### src/rtl/data_mover_bram.sv
// data_mover_bram: streams N words out of BRAM0, splits each word into two
// byte-pair operands, multiplies each pair and writes both 16-bit products
// to BRAM1 at the same index. The datapath accepts one entry per cycle:
// read -> BRAM latency -> product register -> write.
module data_mover_bram #(
    parameter int CNT_BIT       = 31,
    parameter int DWIDTH        = 32,
    parameter int AWIDTH        = 12,
    parameter int MEM_SIZE      = 4096,
    parameter int IN_DATA_WITDH = 8
) (
    input  logic               clk,
    input  logic               reset_n,
    input  logic               i_run,
    input  logic [CNT_BIT-1:0] i_num_cnt,
    output logic               o_idle,
    output logic               o_read,
    output logic               o_write,
    output logic               o_done,
    output logic [AWIDTH-1:0]  addr_b0,
    output logic               ce_b0,
    output logic               we_b0,
    input  logic [DWIDTH-1:0]  q_b0,
    output logic [DWIDTH-1:0]  d_b0,
    output logic [AWIDTH-1:0]  addr_b1,
    output logic               ce_b1,
    output logic               we_b1,
    input  logic [DWIDTH-1:0]  q_b1,
    output logic [DWIDTH-1:0]  d_b1
);

    localparam int W      = IN_DATA_WITDH;
    localparam int PW     = 2 * W;
    // stage 0: BRAM0 data valid, stage 1: products valid (write cycle)
    localparam int STAGES = 2;

    typedef enum logic [1:0] {S_IDLE, S_RUN, S_DONE} state_t;

    state_t                          state_q;
    logic [CNT_BIT-1:0]              num_q;
    logic [CNT_BIT-1:0]              rd_cnt_q;
    logic [STAGES-1:0]               vld_pipe_q;
    logic [STAGES-1:0][AWIDTH-1:0]   idx_pipe_q;
    logic [PW-1:0]                   r0_q, r1_q;
    logic                            rd_fire;
    logic [W-1:0]                    a0, b0, a1, b1;

    // a read is issued every RUN cycle until all N indices have been requested
    assign rd_fire = (state_q == S_RUN) && (rd_cnt_q != num_q);

    assign a0 = q_b0[4*W-1:3*W];
    assign b0 = q_b0[3*W-1:2*W];
    assign a1 = q_b0[2*W-1:W];
    assign b1 = q_b0[W-1:0];

    // control FSM: captures N on start, counts issued reads, and leaves RUN
    // once every read is issued and the last one has left the BRAM stage
    always_ff @(posedge clk) begin
        if (reset_n) begin
            state_q  <= S_IDLE;
            num_q    <= '0;
            rd_cnt_q <= '0;
        end else begin
            case (state_q)
                S_IDLE: begin
                    if (i_run) begin
                        num_q    <= i_num_cnt;
                        rd_cnt_q <= '0;
                        state_q  <= S_RUN;
                    end
                end
                S_RUN: begin
                    if (rd_fire)
                        rd_cnt_q <= rd_cnt_q + CNT_BIT'(1);
                    // last write is on the wire this cycle; DONE follows it
                    if ((rd_cnt_q == num_q) && !vld_pipe_q[0])
                        state_q <= S_DONE;
                end
                S_DONE:  state_q <= S_IDLE;
                default: state_q <= S_IDLE;
            endcase
        end
    end

    // datapath pipeline: valid/index shift registers and registered products
    always_ff @(posedge clk) begin
        if (reset_n) begin
            vld_pipe_q <= '0;
            idx_pipe_q <= '0;
            r0_q       <= '0;
            r1_q       <= '0;
        end else begin
            vld_pipe_q    <= {vld_pipe_q[0], rd_fire};
            idx_pipe_q[0] <= rd_cnt_q[AWIDTH-1:0];
            idx_pipe_q[1] <= idx_pipe_q[0];
            if (vld_pipe_q[0]) begin
                r0_q <= {{W{1'b0}}, a0} * {{W{1'b0}}, b0};
                r1_q <= {{W{1'b0}}, a1} * {{W{1'b0}}, b1};
            end
        end
    end

    assign o_idle  = (state_q == S_IDLE);
    assign o_done  = (state_q == S_DONE);
    assign o_read  = rd_fire;
    assign o_write = vld_pipe_q[1];

    // BRAM0 is read-only from this block
    assign addr_b0 = rd_cnt_q[AWIDTH-1:0];
    assign ce_b0   = rd_fire;
    assign we_b0   = 1'b0;
    assign d_b0    = '0;

    // BRAM1 is write-only from this block
    assign addr_b1 = idx_pipe_q[1];
    assign ce_b1   = vld_pipe_q[1];
    assign we_b1   = vld_pipe_q[1];
    assign d_b1    = DWIDTH'({r0_q, r1_q});

    // BRAM1 read data and the depth parameter have no role in this block
    logic unused_ok;
    assign unused_ok = (^q_b1) | (MEM_SIZE == 0);

endmodule

### config.mk
export PLATFORM = sky130hd
export DESIGN_NAME = data_mover_bram
export DESIGN_NICKNAME = d
export VERILOG_FILES = /design/src/rtl/data_mover_bram.sv
export SDC_FILE = /design/constraint.sdc
export NUM_CORES = 1
export LEC_CHECK = 0
export CAP_MARGIN = 10
export CORE_ASPECT_RATIO = 0.8
export CORE_MARGIN = 8
export CORE_UTILIZATION = 30
export DETAILED_ROUTE_END_ITERATION = 7
export PLACE_DENSITY = 0.49
export SETUP_SLACK_MARGIN = 0.5
export SYNTH_ARGS = -nofsm -noshare
export SYNTH_HDL_FRONTEND = slang
export SYNTH_SLANG_ARGS = --single-unit
### constraint.sdc
create_clock -name clk -period 10.35 [get_ports clk]
set_clock_uncertainty 0.05 [all_clocks]
set_input_delay 2.07 -clock clk [delete_from_list [all_inputs] [get_ports clk]]
set_output_delay 2.07 -clock clk [all_outputs]
set_load 0.01 [all_outputs]
# --- Word level (Yosys, flattened, before mapping) ---
# Cells that the tools add are included.
word_totals:
  ff_bits: 122
  latchBits: 0
  mem_bits_rw: 0
  rom_bits: 0
  in_bits: 98
  out_inout_bits: 96
  elab_cells: 32
  memories: 0
op_classes:
  addsub: 1
  mul: 2
  n_div: 0
  order_cmp: 0
  n_eq_ne: 7
  shifts: 0
  mux: 6
  bitwise: 0
  n_reduce_logical: 8
op_table:
  columns: ["cell", "count"]
  rows:
  - ["$mux 31", 2]
  - ["$pmux 31 s2", 1]
  - ["$mul 8x8->16", 2]
  - ["$add 31x1->31 const B", 1]
  - ["$eq 31x31->1", 1]
  - ["$ne 31x31->1", 1]
  - ["$mux 2", 2]
  - ["$ne 2x2->1 const B", 2]
  - ["$pmux 2 s2", 1]
  - ["$reduce_and 2->1", 2]
  - ["$reduce_and 3->1", 1]
  - ["$eq 2x1->1 const B", 1]
  - ["$eq 2x2->1 const B", 1]
  - ["$logic_and 1x1->1", 2]
  - ["$logic_not 2->1", 1]
  - ["$ne 2x1->1 const B", 1]
  - ["$reduce_bool 2->1", 1]
  - ["$logic_not 1->1", 1]

# --- Logic depth before layout (Yosys ltp) ---
# Gate-level depths: netlist of run 1.
depth:
  ltp_word: 4
  mapped_depth: 16
  mapped_depth_nobuf: 16

# --- Least setup slack after synthesis of run 1 ---
# OpenSTA, ideal clock, no wires.
synth_timing:
  kind: "in2reg"
  from: "in q_b0[7]"
  to: "reg r1_q[14]"
  setup_time_ns: 0.106
  arrival_time_ns: 5.932
  t_required_ns: 10.194
  slack_ns: 4.262
  cell_stages: 13
  path_buffers: 0
  path_cell_list: "and2_1 -> fa_1 -> fa_1 -> fa_1 -> inv_1 -> fa_1 -> inv_1 -> ha_1 -> and4_1 -> a211oi_1 -> o21ai_0 -> a311o_1 -> o311ai_0"
synth_via:
  elab_chain_len: 1
synth_rtl:
  columns: ["item", "line_no", "source"]
  rows:
  - ["from (decl)", "23", "input logic [DWIDTH-1:0] q_b0,"]
  - ["$mul 8x8->16", "98", "r1_q <= {{W{1'b0}}, a1} * {{W{1'b0}}, b1};"]
  - ["to (signal assigned)", "98", null]
  - ["to (decl)", "44", "logic [PW-1:0] r0_q, r1_q;"]
# Every way passes these cells.
# A chain may end at the register's enable or synchronous reset.

# --- Final worst setup path of run 1 ---
layout_timing:
  from: "in q_b0[23]"
  to: "reg r0_q[14]"
layout_via:
  elab_chain_len: 1
layout_rtl:
  columns: ["item", "line_no", "source"]
  rows:
  - ["$mul 8x8->16", "97", "r0_q <= {{W{1'b0}}, a0} * {{W{1'b0}}, b0};"]
  - ["to (signal assigned)", "97", null]
  - ["to (decl)", "44", null]
# Every way passes these cells.

==> results of run 1 <==
## layer usage
layer / routed length (µm) / track usage (%) / vias up
li1: - / - / 3767
met1: 13400 / 19.8 / 3563
met2: 10800 / 20.1 / 115
met3: 999 / 2.68 / 17
met4: 216 / 3.14 / 0
met5: 0 / 0 / -
## layout by cell type (no fill, tap or decap), types with 24 or more instances in the layout
master,count
ha_1,73
xnor2_1,24
o21ai_0,25
fa_1,72
dfxtp_1,121
and2_1,100
inv_1,105
a21oi_1,65
conb_1,33
nor2b_1,29
nand2_1,128
clkdlybuf4s50_1,127
nor2_1,47
## cell type report
cell class              instances  area, µm²  share of cell area [%]
multi-input cells             814       6240                    54.1
inverters                     106        398                    3.45
clock buffers                  17        425                    3.69
flip-flops and latches        122       2440                    21.2
clock inverters                15        179                    1.55
well taps                     420        526                    4.55
repair buffers                134       1320                    11.5
## worst paths after layout
path,startpoint,end,slack [ns],cells after the start
min reg2reg,idx_pipe_q[5],addr_b1[5],0.38,1
max,q_b0[23],r0_q[14],3.70,15
min,idx_pipe_q[5],addr_b1[5],0.38,1
max reg2reg,rd_cnt_q[8],rd_cnt_q[2],7.02,7
## flip-flops by register name (all words and copies together), names as in the netlist
| signal | flops |
|---|---|
| r1_q | 16 |
| num_q | 31 |
| rd_cnt_q | 31 |
| r0_q | 16 |
| state_q | 2 |
| addr_b1 | 12 |
| idx_pipe_q | 12 |
| vld_pipe_q | 2 |
## worst max-delay path, delay by kind of cell
kind | cells | cell delay, ns
adders and majority gates | 5 | 2.52
AOI/OAI and AO/OA | 4 | 1.16
buffers and inverters | 4 | 0.80
and+or+nand+nor | 2 | 0.35
## power by group through the flow
stage	logic, mW	registers (mW)	clock network (mW)
global placement	0.734	0.528	0
detailed placement	0.737	0.528	0
finish	0.729	0.517	0.631
global route	0.842	0.521	0.672
CTS	0.744	0.518	0.649
floorplan	0.528	0.530	0
## cell families (layout without fill, tap and decap cells)
| logic type | count (synthesis) | after routing | share of synthesized area [%] |
|---|---|---|---|
| flops | 122 | 122 | 25.5 |
| other cells | 1 | 33 | 0.0392 |
| mux | 20 | 20 | 2.13 |
| buf+inv | 204 | 272 | 10.5 |
| fa+ha+maj | 145 | 145 | 24.6 |
| simple gates | 412 | 412 | 22.4 |
| compound gates | 160 | 160 | 10.7 |
| xor+xnor | 44 | 44 | 4.03 |
## through the flow
stage / util, % / hold WS (ns)
after global placement: 34.8 / 0.373
after detailed placement: 34.8 / 0.373
after global routing: 36.7 / 0.411
final: 36.7 / 0.385
after CTS: 36.7 / 0.389
after floorplan: - / 0.364
==> flow_summary.toml, run 1 <==
[synthesis]
syn_inst = 1108
syn_avg_cell_area_um2 = 8.64
synth_area_um2 = 9570
ys_types = 65
synth_warnings = 0
ys_seq_area_share_pct = 25.5
ys_seq_elements = 122
synth_commonest_cells = "nand2_1 (129), dfxtp_1 (122), inv_1 (105)"
synth_edf_count = 0
synth_ff_type = "dfxtp_1"
synth_area_leaders = "dfxtp_1 (26%), fa_1 (15%), ha_1 (9.5%)"
synth_top_area_cell = "dfxtp_1"
async_flop_share_pct = 0
synth.most_common_cell = "nand2_1"
synth_top_cell_area_share_pct = 25.5

[worst_hold_path]
hp-class = "reg2reg"

[clocking]
htreeDepth = 4
cts_tree = "yes"
clkTransAtPathRegs_ns = 0.07
postCtsSetupRepairBufs = 0
clock_latency_ns = 0.42
clock-sinks = 122
cts_resized = 0
hold_buffers = 0
cts_made_buffers = 17
cts_buffer_depth = 2
root_buffer = "clkbuf_16"

[finish]
final_nets = 1438
diodes = 0
design_area_um2 = 11500
area_delta_synth_final_pct = 20.6
instances_no_fill = 1628
n_fill_cell = 3278
drive_gt1_share_pct = 4.55

[placement]
place_area_um2 = 10900
dp_hpwl_um = 19500
gp_congestion = 0.820
dp_worst_setup_slack_ns = 3.24
placedCellCount = 1596
port_buffers = 128

[power_and_ir_drop]
p_leak_nw = 4.93
switching_power_uw = 689
power_mw = 1.88
intPower_mw = 1.19
switching_share_pct = 36.7
vdd_drop_max_v = 0.000110
combinationalPowerShare_pct = 38.9
p_per_area_nw_per_um2 = 163
power_frac_seq_pct = 27.5
power_frac_clock_pct = 33.6

[worst_setup_path]
cp.required_ns = 10.61
critPathKind = "in2reg"
critical_path.slowest_cell = "clkdlybuf4s50_1"
startpoint_type = "primary input"
max_stage_delay_ns = 0.64
crit_path_frequent_cell = "fa_1"
crit_arrival_ns = 6.91
crit_path_cell_trace = "clkdlybuf4s50_1 > nand2_1 > fa_1 > fa_1 > inv_1 > fa_1 > inv_1 > fa_1 > inv_1 > ha_1 > and4_1 > a211oi_1 > o21ai_0 > a311o_1 > o311ai_0"
setup.worst_path.end_class = "flip-flop"
path_max_fanout = 8

[global_route]
grt_pass1_vias = 7514
antenna_found_initial = 0
grt-ovfl-total = 0
grt_max_degree = 70
grt_usage_pct = 13.6
grt_pass1_wl_um = 41600

[sta]
tns_ns = 0
finalCritPeriodShare_pct = 64.2
timing.final.ws_setup_ns = 3.70
max_slew_margin_pct = 39.9
tightestPinTransition_ns = 0.898
drv_slew = 0
fmax_ghz = 0.150
hold_viol = 0
setup_viol = 0
min_period_ns = 6.65
rsz0062_at_grt = "no"

[run]
drv_cap = 0

[die]
die_width_um = 216
core_area_um2 = 31400
fp-row-count = 58
die_area_um2 = 37900
io_pins = 194
start_util_pct = 30.5
fp.dieH_um = 176

[routing]
viasPerCell = 4.58
route.antenna.remaining_nets = 0
wl_um = 25400
drt_iter0_markers = 343
wl_per_cell_um = 15.6
firstDrtPassIters = 5
vias = 7462
drc = 0

[run_status]
status = "finished, final reports clean"
No activity file was read; power rests on OpenSTA's default activity.
==> run 2: changes to the inputs <==
==> constraint.sdc (replaced) <==
create_clock -name clk -period 6.2 [get_ports clk]
set_clock_uncertainty 0.05 [all_clocks]
set_input_delay 1.24 -clock clk [delete_from_list [all_inputs] [get_ports clk]]
set_output_delay 1.24 -clock clk [all_outputs]
set_load 0.01 [all_outputs]
==> flow_summary.toml, run 2 (same netlist as run 1, synthesis figures left out) <==
[die]
core_area_um2 = 31400
die_area_um2 = 37900
fp-row-count = 58
start_util_pct = 30.5
fp.dieH_um = 176
io_pins = 194
die_width_um = 216

[clocking]
cts_made_buffers = 17
htreeDepth = 4
clock_latency_ns = 0.43
cts_buffer_depth = 2
clock-sinks = 122
cts_tree = "yes"
root_buffer = "clkbuf_16"
postCtsSetupRepairBufs = 0
clkTransAtPathRegs_ns = 0.06
hold_buffers = 0

[worst_setup_path]
critPathKind = "in2reg"
critical_path.slowest_cell = "clkdlybuf4s50_1"
rrSetupSlack_ns = 3.14
cp.required_ns = 6.48
r2r-end = "rd_cnt_q[12]"
max_stage_delay_ns = 0.55
crit_path_frequent_cell = "fa_1"
setup.worst_path.end_class = "flip-flop"
startpoint_type = "primary input"
crit_buf_inv = 3
path_max_fanout = 8
crit_arrival_ns = 5.81
crit_path_cell_trace = "clkdlybuf4s50_1 > and2_1 > fa_1 > fa_1 > fa_1 > inv_1 > fa_1 > inv_1 > ha_1 > and4_1 > a211oi_1 > o21ai_2 > a311o_1 > o311ai_0"
worstReg2RegStart = "rd_cnt_q[3]"
cpLargestDelayFamily = "adder cells"
reg2regPathDepth = 8

[finish]
largestRegisters = "num_q (31), rd_cnt_q (31)"
utilization_pct = 37.5
mostFrequentLayoutCell = "nand2_1"
n_fill_cell = 3258
mostFrequentLayoutCells = "nand2_1 (128), dfxtp_1 (121), clkdlybuf4s50_1 (117), inv_1 (105), and2_1 (100)"
ff_latch_area_um2 = 2440
multi_input_area_um2 = 6260
area_delta_synth_final_pct = 23.2
diodes = 0
drive_gt1_share_pct = 6.73
instances_no_fill = 1654
design_area_um2 = 11800
final_nets = 1464

[sta]
setup_viol = 0
fmax_ghz = 0.181
drv_slew = 0
fin_hold_ws_ns = 0.383
timing.final.ws_setup_ns = 0.668
max_slew_margin_pct = 39.6
min_period_ns = 5.53
tns_ns = 0
tightestPinTransition_ns = 0.903
finalCritPeriodShare_pct = 89.2
rsz0062_at_grt = "yes"
hold_viol = 0

[routing]
wl_um = 25600
viasPerCell = 4.57
wl_per_cell_um = 15.5
route.antenna.remaining_nets = 0
drc = 0
drt_iter0_markers = 404
vias = 7564
firstDrtPassIters = 5

[placement]
dp_hpwl_um = 19700
place_area_um2 = 11100
dp_worst_setup_slack_ns = 0.0492
port_buffers = 128
placedCellCount = 1622
gp_congestion = 0.825

[global_route]
grt-ovfl-total = 0
grt_usage_pct = 13.9
grt_pass1_wl_um = 42700
grt_max_degree = 75
antenna_found_initial = 0
grt_pass1_vias = 7845

[power_and_ir_drop]
switching_share_pct = 36.1
power_frac_clock_pct = 33.7
switching_power_mw = 1.17
combinationalPowerShare_pct = 39.8
power_frac_seq_pct = 26.6
vdd_drop_max_v = 0.000189
p_per_area_nw_per_um2 = 276
intPower_mw = 2.08
p_leak_nw = 5.16
power_mw = 3.25

[worst_hold_path]
hp-class = "reg2reg"
hold_start = "idx_pipe_q[10]"
worstHoldEndpoint = "addr_b1[10]"
hold_depth = 1

[run_status]
status = "finished, final reports clean"

[run]
drv_cap = 0
-- run 2: cell count changes in the layout (fill, tap and decap cells not counted), sizes merged --
cell / change
buf: +26
clkdlybuf4s50: -10
clkinvlp: -1
bufinv: +1
dlymetal6s2s: +10
-- run 2: what timing repair did --
item	4_1_cts	5_1_grt
setup endpoints to repair	0	7
resized for setup	0	17
endpoints found under the hold margin	0	0
-- run 2: area by class of cell --
class	count	share of cell area, %
clock buffer	17	3.61
multi-input combinational	814	53.0
timing repair buffer	160	13.1
clock inverter	15	1.71
tap	420	4.46
inverter	106	3.37
sequential	122	20.7
-- run 2: layer usage --
metal | track usage [%] | share of wire, %
met5 | 0 | 0
met3 | 3.27 | 4.7
met2 | 20.9 | 43
met1 | 19.9 | 52
met4 | 2.72 | 0.70
-- run 2: worst max path at each step --
stage,startpoint,to,slack (ns),cells after the start
after floorplan,q_b0[7],r1_q[14],0.94,13
after global placement,q_b0[22],r0_q[12],0.1,16
after detailed placement,q_b0[22],r0_q[12],0.05,16
after CTS,q_b0[22],r0_q[14],0.51,14
after global routing,q_b0[23],r0_q[12],0.47,16
final,q_b0[3],r1_q[14],0.67,14
-- run 2: power groups by stage --
stage / registers [mW] / logic, mW / clock network, mW
global placement: 0.881 / 1.29 / 0
global route: 0.870 / 1.49 / 1.16
finish: 0.864 / 1.29 / 1.09
detailed placement: 0.882 / 1.30 / 0
CTS: 0.864 / 1.31 / 1.13
floorplan: 0.885 / 0.882 / 0
==> run 3: changes to the inputs <==
--- a/config.mk
+++ b/config.mk
@@ -8,9 +8,9 @@
 export CAP_MARGIN = 10
 export CORE_ASPECT_RATIO = 0.8
 export CORE_MARGIN = 8
-export CORE_UTILIZATION = 30
+export CORE_UTILIZATION = 40
 export DETAILED_ROUTE_END_ITERATION = 7
-export PLACE_DENSITY = 0.49
+export PLACE_DENSITY = 0.63
 export SETUP_SLACK_MARGIN = 0.5
 export SYNTH_ARGS = -nofsm -noshare
 export SYNTH_HDL_FRONTEND = slang
==> flow_summary.toml, run 3 (same netlist as run 1, synthesis figures left out) <==
[run_status]
status = "finished, final reports clean"

[clocking]
clkTransAtPathRegs_ns = 0.06
cts_tree = "yes"
clock-sinks = 122
root_buffer = "clkbuf_16"
hold_buffers = 0
htreeDepth = 4
clock_latency_ns = 0.41
cts_made_buffers = 17
cts_buffer_depth = 2

[routing]
drt_iter0_markers = 406
wl_um = 23800
firstDrtPassIters = 5
route.antenna.remaining_nets = 0
wl_per_cell_um = 15.5
drc = 0
vias = 7691
viasPerCell = 5.00

[global_route]
antenna_found_initial = 0
grt-ovfl-total = 0
grt_max_degree = 71
grt_pass1_wl_um = 39900
grt_pass1_vias = 7598
grt_usage_pct = 16.4

[sta]
fmax_ghz = 0.180
tightestPinTransition_ns = 1.19
finalCritPeriodShare_pct = 89.7
timing.final.ws_setup_ns = 0.638
tns_ns = 0
hold_viol = 0
min_period_ns = 5.56
max_slew_margin_pct = 20.1
setup_viol = 0
drv_slew = 0
rsz0062_at_grt = "yes"

[worst_setup_path]
critical_path.slowest_cell = "clkdlybuf4s50_1"
crit_arrival_ns = 5.82
crit_path_frequent_cell = "fa_1"
path_max_fanout = 8
critPathKind = "in2reg"
startpoint_type = "primary input"
crit_path_cell_trace = "clkdlybuf4s50_1 > nand2_1 > fa_1 > fa_1 > inv_1 > fa_1 > inv_1 > fa_1 > inv_1 > ha_1 > and4_1 > a211oi_1 > o21ai_1 > a311o_1 > o311ai_0"
max_stage_delay_ns = 0.65
cp.required_ns = 6.46
setup.worst_path.end_class = "flip-flop"

[die]
fp.dieH_um = 154
start_util_pct = 40.8
io_pins = 194
die_area_um2 = 29200
fp-row-count = 50
die_width_um = 189
core_area_um2 = 23500

[worst_hold_path]
hp-class = "reg2reg"

[run]
drv_cap = 0

[placement]
port_buffers = 128
dp_worst_setup_slack_ns = 0.0962
dp_hpwl_um = 18200
gp_congestion = 0.909

[power_and_ir_drop]
p_per_area_nw_per_um2 = 272
p_leak_nw = 5.10
vdd_drop_max_v = 0.000135

[finish]
mostFrequentLayoutCells = "nand2_1 (129), dfxtp_1 (121), clkdlybuf4s50_1 (118), inv_1 (105), and2_1 (100)"
mostFrequentLayoutCell = "nand2_1"
largestRegisters = "num_q (31), rd_cnt_q (31)"
diodes = 0
final_nets = 1457
area_delta_synth_final_pct = 20.8
drive_gt1_share_pct = 5.95
## run 3: cell type report
class | count | area, µm²
fillers | 2236 | 11900
well taps | 312 | 390
clock inverters | 14 | 163
flip-flops and latches | 122 | 2440
clock buffers | 18 | 439
repair buffers | 153 | 1490
multi-input cells | 814 | 6240
inverters | 106 | 398
## run 3: path summary, 6_finish.rpt
path	slack [ns]	to	from	cells after the start
worst max-delay path	0.64	r0_q[14]	q_b0[19]	15
worst min-delay path	0.38	addr_b1[11]	idx_pipe_q[11]	1
worst max register to register	2.86	rd_cnt_q[30]	rd_cnt_q[8]	7
worst min register to register	0.38	addr_b1[11]	idx_pipe_q[11]	1
## run 3: worst max-delay path: cells and delay by family
kind	cells	cell delay, ns
fa+ha+maj	5	2.38
simple gates	2	0.33
buf+inv	4	0.82
compound gates	4	1.04
## run 3: routing by layer
layer	global-route usage (%)	share of wire, %
met5	0	0
met4	3.53	0.66
met1	23.6	50
met3	3.84	5.9
met2	24.5	43
## run 3: through the flow
step	total power, mW	util [%]	hold WS (ns)	area (µm²)	std cells
global route	3.40	49.3	0.411	11600	1539
detailed placement	2.15	46.6	0.372	10900	1507
floorplan	1.77	-	0.364	9690	1140
CTS	3.20	49.2	0.388	11500	1539
global placement	2.13	46.6	0.370	10900	1507
finish	3.15	49.3	0.383	11600	1539
## run 3: where the power goes
| group | total [mW] | switching (mW) | internal [mW] |
|---|---|---|---|
| combinational | 1.27 | 0.682 | 0.586 |
| clock | 1.02 | 0.405 | 0.613 |
| sequential | 0.864 | 0.0327 | 0.831 |
## run 3: repair_timing
action / 4_1_cts / 5_1_grt
resized for setup: 0 / 13
endpoints found under the setup margin: 0 / 6
hold endpoints to repair: 0 / 0
setup buffers: 0 / 0
